### config.mk
export PLATFORM = sky130hd
export DESIGN_NAME = reset_release_sequencer
export DESIGN_NICKNAME = d
export VERILOG_FILES = /design/src/rtl/reset_release_sequencer_pkg.sv /design/src/rtl/reset_release_sequencer_sync_2ff.sv /design/src/rtl/reset_release_sequencer.sv
export SDC_FILE = /design/constraint.sdc
export NUM_CORES = 1
export LEC_CHECK = 0
export ABC_CLOCK_PERIOD_IN_PS = 2150
export BUFFER_PORTS_ARGS = -buffer_cell sky130_fd_sc_hd__buf_2
export CORE_MARGIN = 3
export CORE_UTILIZATION = 58
export CTS_CLUSTER_DIAMETER = 100
export CTS_CLUSTER_SIZE = 30
export DETAILED_ROUTE_END_ITERATION = 10
export PLACE_DENSITY = 0.81
export SETUP_SLACK_MARGIN = 0.05
export SYNTH_ARGS = -nofsm -noshare
export SYNTH_HDL_FRONTEND = slang
export SYNTH_SLANG_ARGS = --single-unit
### constraint.sdc
create_clock -name i_clk -period 2.15 [get_ports i_clk]
set_input_delay 0.215 -clock i_clk [delete_from_list [all_inputs] [get_ports i_clk]]
set_output_delay 0.215 -clock i_clk [all_outputs]
set_load 0.02 [all_outputs]
### src/rtl/reset_release_sequencer_pkg.sv
// reset_release_sequencer_pkg: shared state encoding and limits for the reset sequencer
package reset_release_sequencer_pkg;
  typedef enum logic [1:0] {HOLD = 2'd0, WAIT_LOCK = 2'd1, RELEASE = 2'd2, RUN = 2'd3} state_t;
  localparam logic [7:0] LOCKLOSS_MAX = 8'd255;
  function automatic int max2(input int a, input int b);
    return a > b ? a : b;
  endfunction
endpackage

### src/rtl/reset_release_sequencer_sync_2ff.sv
// reset_release_sequencer_sync_2ff: two-flop synchroniser for a single asynchronous bit
module reset_release_sequencer_sync_2ff (
  input  logic i_clk,
  input  logic i_rst,
  input  logic i_d,
  output logic o_q
);
  logic [1:0] r_sync;
  always_ff @(posedge i_clk)
    if (i_rst) r_sync <= '0;
    else r_sync <= {r_sync[0], i_d};
  assign o_q = r_sync[1];
endmodule

### src/rtl/reset_release_sequencer.sv
// reset_release_sequencer: lock-aware staged reset release with heartbeat taps
module reset_release_sequencer
  import reset_release_sequencer_pkg::*;
#(
  parameter int HOLD_CYCLES = 63,
  parameter int LOCK_FILTER = 16,
  parameter int NUM_STAGES  = 3,
  parameter int STAGE_GAP   = 8,
  parameter int HB_WIDTH    = 32,
  parameter int LED_WIDTH   = 4,
  parameter int LED_LSB     = 21,
  parameter int HB_GATED    = 0
) (
  input  logic                  i_clk,
  input  logic                  i_rst,
  input  logic                  i_pll_locked,
  input  logic                  i_force_reset,
  output logic [NUM_STAGES-1:0] o_stage_reset,
  output logic                  o_all_running,
  output logic [LED_WIDTH-1:0]  o_led,
  output logic                  o_alive,
  output logic [7:0]            o_lock_loss_count
);
  localparam int CW = $clog2(max2(HOLD_CYCLES, STAGE_GAP) + 1);
  localparam int FW = $clog2(LOCK_FILTER + 1);
  localparam logic [CW-1:0] HOLD_LAST = CW'(HOLD_CYCLES - 1);
  localparam logic [CW-1:0] GAP_LAST = CW'(STAGE_GAP - 1);
  localparam logic [FW-1:0] FILT_LAST = FW'(LOCK_FILTER - 1);
  state_t r_state, w_state;
  logic [CW-1:0] r_cnt, w_cnt;
  logic [FW-1:0] r_filt, w_filt;
  logic [NUM_STAGES-1:0] r_stage, w_stage;
  logic [HB_WIDTH-1:0] r_hb;
  logic [7:0] r_llc;
  logic r_run, w_lock_s, w_abort, w_lock_loss;
  reset_release_sequencer_sync_2ff u_sync (
    .i_clk(i_clk), .i_rst(i_rst), .i_d(i_pll_locked), .o_q(w_lock_s)
  );
  assign w_lock_loss = !w_lock_s && (r_state == RELEASE || r_state == RUN);
  assign w_abort = r_state != HOLD && (i_force_reset || w_lock_loss);
  always_comb begin
    w_state = r_state;
    w_cnt = r_cnt;
    w_filt = r_filt;
    w_stage = r_stage;
    if (w_abort) begin
      w_state = HOLD;
      w_cnt = '0;
      w_filt = '0;
      w_stage = '1;
    end else begin
      case (r_state)
        HOLD: begin
          w_cnt = (i_force_reset || r_cnt == HOLD_LAST) ? '0 : r_cnt + 1'b1;
          w_state = (!i_force_reset && r_cnt == HOLD_LAST) ? WAIT_LOCK : HOLD;
        end
        WAIT_LOCK: begin
          w_filt = (w_lock_s && r_filt != FILT_LAST) ? r_filt + 1'b1 : '0;
          if (w_lock_s && r_filt == FILT_LAST) begin
            w_cnt = '0;
            w_stage = r_stage << 1;
            w_state = NUM_STAGES == 1 ? RUN : RELEASE;
          end
        end
        RELEASE: begin
          w_cnt = r_cnt == GAP_LAST ? '0 : r_cnt + 1'b1;
          if (r_cnt == GAP_LAST) begin
            w_stage = r_stage << 1;
            w_state = w_stage == '0 ? RUN : RELEASE;
          end
        end
        RUN: w_state = RUN;
      endcase
    end
  end
  always_ff @(posedge i_clk)
    if (i_rst) begin
      r_state <= HOLD;
      r_cnt <= '0;
      r_filt <= '0;
      r_stage <= '1;
      r_run <= 1'b0;
    end else begin
      r_state <= w_state;
      r_cnt <= w_cnt;
      r_filt <= w_filt;
      r_stage <= w_stage;
      r_run <= w_state == RUN;
    end
  always_ff @(posedge i_clk)
    if (i_rst) r_llc <= '0;
    else if (w_lock_loss && r_llc != LOCKLOSS_MAX) r_llc <= r_llc + 8'd1;
  always_ff @(posedge i_clk)
    if (i_rst) r_hb <= '0;
    else r_hb <= (HB_GATED != 0 && !r_run) ? '0 : r_hb + HB_WIDTH'(1);
  assign o_stage_reset = r_stage;
  assign o_all_running = r_run;
  assign o_led = r_hb[LED_LSB+LED_WIDTH-1:LED_LSB];
  assign o_alive = r_hb[LED_LSB-1];
  assign o_lock_loss_count = r_llc;
endmodule

==> impl_metrics.env <==
export IMPL_status="finished, final reports clean"
export IMPL_synth_top_area_share_pct=40.6
export IMPL_cp_slowest_stage_delay_ps=380
export IMPL_ir_worst_vdd_mv=0.423
export IMPL_viasPerCell=5.78
export IMPL_ys_seq_area_share_pct=40.6
export IMPL_async_flop_share_pct=0
export IMPL_clkTransAtPathRegs_ps=90
export IMPL_grt_pass1_wl_mm=8.29
export IMPL_ff_latch_area_um2=1040
export IMPL_die_area_um2=5260
export IMPL_min_path_cells=2
export IMPL_powerDensity_nw_per_um2=558
export IMPL_drt_total_wl_mm=4.81
export IMPL_grt_ovfl_total=0
export IMPL_area_growth_pct=9.85
export IMPL_critPathArrivalTime_ps=2110
export IMPL_ys_warn_count=0
export IMPL_grt_pass1_vias=1893
export IMPL_drv_slew=0
export IMPL_period_share_pct=89.0
export IMPL_cts_tree="built"
export IMPL_antenna_found_initial=0
export IMPL_fin_crit_ps=1910
export IMPL_hpwl_mm=3.48
export IMPL_clockBufferDepth=2
export IMPL_multiInputGateArea_um2=1400
export IMPL_worstReg2RegEnd="r_cnt[1]"
export IMPL_regToRegSetupSlack_ps=240
export IMPL_tightest_slew_ps=359
export IMPL_ys_ff_latch=52
export IMPL_dpl_cell_area_um2=2720
export IMPL_crit_path_max_fanout=7
export IMPL_synth_area_leaders="dfxtp_1, ha_1, nor2_1"
export IMPL_crit_chain="ha_1 -> and3_1 -> ha_1 -> a21boi_2 -> buf_4 -> o41ai_1 -> buf_4 -> a211oi_1"
export IMPL_num_antenna_cells=0
export IMPL_timing_critical_path_buf_inv=2
export IMPL_cts_root_buf="clkbuf_8"
export IMPL_setup_viol=0
export IMPL_synth_edf_count=0
export IMPL_crit_required_ps=2350
export IMPL_synthFlopType="dfxtp_1"
export IMPL_die_w_um=72.5
export IMPL_max_slew_margin_pct=75.9
export IMPL_fin_area_um2=2820
export IMPL_yosysUniqueCellTypes=52
export IMPL_wl_per_cell_um=13.1
export IMPL_cts_sinks=52
export IMPL_design_core_area_um2=4140
export IMPL_drt_iter0_drc=84
export IMPL_grt_setup_unrepaired="no"
export IMPL_timing_fmax_mhz=523
export IMPL_r2r_start="r_filt[0]"
export IMPL_row_count=23
export IMPL_route_detailed_drc=0
export IMPL_synth_most_common_cell="dfxtp_1"
export IMPL_htreeDepth=2
export IMPL_drtAntennaViolNets=0
export IMPL_gp_congestion=0.851
export IMPL_yosysTopAreaCell="dfxtp_1"
export IMPL_die_h_um=72.5
export IMPL_netlist_area_um2=2570
export IMPL_hold_buffers=0
export IMPL_min_path_type="in -> reg"
export IMPL_fill_cells=336
export IMPL_final_hold_violation_count=0
export IMPL_critPathSlowestCell="dfxtp_1"
export IMPL_cts_buffers=5
export IMPL_synth_avg_cell_area_um2=8.70
export IMPL_synth_nets=310
export IMPL_start_util_pct=61.9
export IMPL_drv_cap=0
export IMPL_p_leak_nw=1.03
export IMPL_path_class="reg -> reg"
export IMPL_synthCells=295
export IMPL_drive_above_1_share_pct=16.0
export IMPL_dr_pass1_iters=5
export IMPL_fin_nets=332
export IMPL_cp_end_kind="flip-flop"
export IMPL_num_vias=2128
export IMPL_grt_util_all_layers_pct=19.7
export IMPL_crit_family="compound AO/OA/AOI/OAI gates"
export IMPL_setup_tns_final_ps=0
export IMPL_grt_max_degree=31
export IMPL_holdCritStartpoint="i_pll_locked"
export IMPL_hold_ws_ps=109
export IMPL_finClkSkew_ps=6.17
export IMPL_clock_latency_ps=310
export IMPL_reg2regPathDepth=8
export IMPL_cp_start_kind="flip-flop"
export IMPL_io_pins=21
export IMPL_synthTopCellsByCount="dfxtp_1, nor2_1, a21oi_1"
export IMPL_io_buffer_count=20
export IMPL_hold_end="u_sync.r_sync[0]"
layer usage:
layer,global-route usage [%],routed length [um]
met1,24.9,2280
met2,33.0,2250
met3,3.46,182
met4,7.99,85
met5,0,0
kinds of logic after synthesis:
| kind of cell | count (synthesis) | share of synthesized area [%] |
|---|---|---|
| AO/OA/AOI/OAI | 57 | 13.8 |
| XOR/XNOR | 15 | 5.12 |
| adder cells (fa/ha/maj) | 11 | 5.36 |
| buffers and inverters | 29 | 5.31 |
| flip-flops | 52 | 40.6 |
| multiplexers | 8 | 3.27 |
| AND/OR/NAND/NOR | 123 | 26.6 |
worst max-delay path by stage:
stage | from | end | slack (ps) | cells after the start
floorplan | r_filt[0] | r_cnt[1] | 260 | 6
global placement | r_filt[0] | r_cnt[1] | 310 | 8
detailed placement | r_filt[0] | r_cnt[1] | 240 | 8
CTS | r_filt[0] | r_cnt[1] | 210 | 8
global route | r_filt[0] | r_cnt[1] | 80 | 8
finish | r_filt[0] | r_cnt[1] | 240 | 8
repair_timing:
item                                    4_1_cts  5_1_grt
resized for setup                             0        2
buffers inserted                              0        0
endpoints found under the setup margin        0        2
flip-flops by register name, indices dropped and copies added (netlist names):
signal	flops
r_state	2
r_filt	5
o_lock_loss_count	8
r_cnt	6
u_sync.r_sync	2
r_hb	25
o_stage_reset	3
o_all_running	1
metrics by stage:
step | power, mW | setup slack, ps | utilization [%] | cells
2_1_floorplan | 1.03 | 263 | - | 295
3_3_place_gp | 1.05 | 309 | 65.6 | 360
3_5_place_dp | 1.05 | 236 | 65.6 | 360
4_1_cts | 1.60 | 212 | 67.8 | 368
5_1_grt | 1.65 | 77.5 | 68.0 | 368
6_report | 1.57 | 237 | 68.0 | 368
cell usage in the layout, fill, tap and decap left out, types with 2 or more instances in the layout:
| master | instances |
|---|---|
| a211oi_1 | 3 |
| a21oi_1 | 20 |
| a31oi_1 | 2 |
| and2_1 | 2 |
| and3_1 | 4 |
| and4_1 | 3 |
| buf_2 | 20 |
| buf_4 | 10 |
| clkbuf_8 | 5 |
| dfxtp_1 | 52 |
| ha_1 | 11 |
| inv_1 | 14 |
| mux2_2 | 3 |
| mux2i_1 | 5 |
| nand2_1 | 14 |
| nand2_2 | 2 |
| nand2b_1 | 3 |
| nand3_1 | 12 |
| nand4_1 | 5 |
| nor2_1 | 33 |
| nor2b_1 | 8 |
| nor3_1 | 4 |
| nor4_1 | 6 |
| o21ai_0 | 11 |
| o31ai_1 | 10 |
| or2_2 | 2 |
| or3_1 | 5 |
| or4_1 | 10 |
| xnor2_1 | 7 |
| xor2_1 | 8 |
layout make-up:
class | instances | area share, %
inverter | 14 | 1.86
sequential | 52 | 36.9
timing repair buffer | 30 | 6.21
clock buffer | 6 | 2.57
clock inverter | 2 | 0.577
tap | 50 | 2.22
multi-input combinational | 214 | 49.6
report_power, final:
group | switching, mW | total, mW | internal, mW | leakage, nW
logic | 0.0274 | 0.0454 | 0.0179 | 0.573
clock network | 0.319 | 0.550 | 0.232 | 0.0414
registers | 0.00784 | 0.978 | 0.971 | 0.420
(Power assumes the default switching activity.)
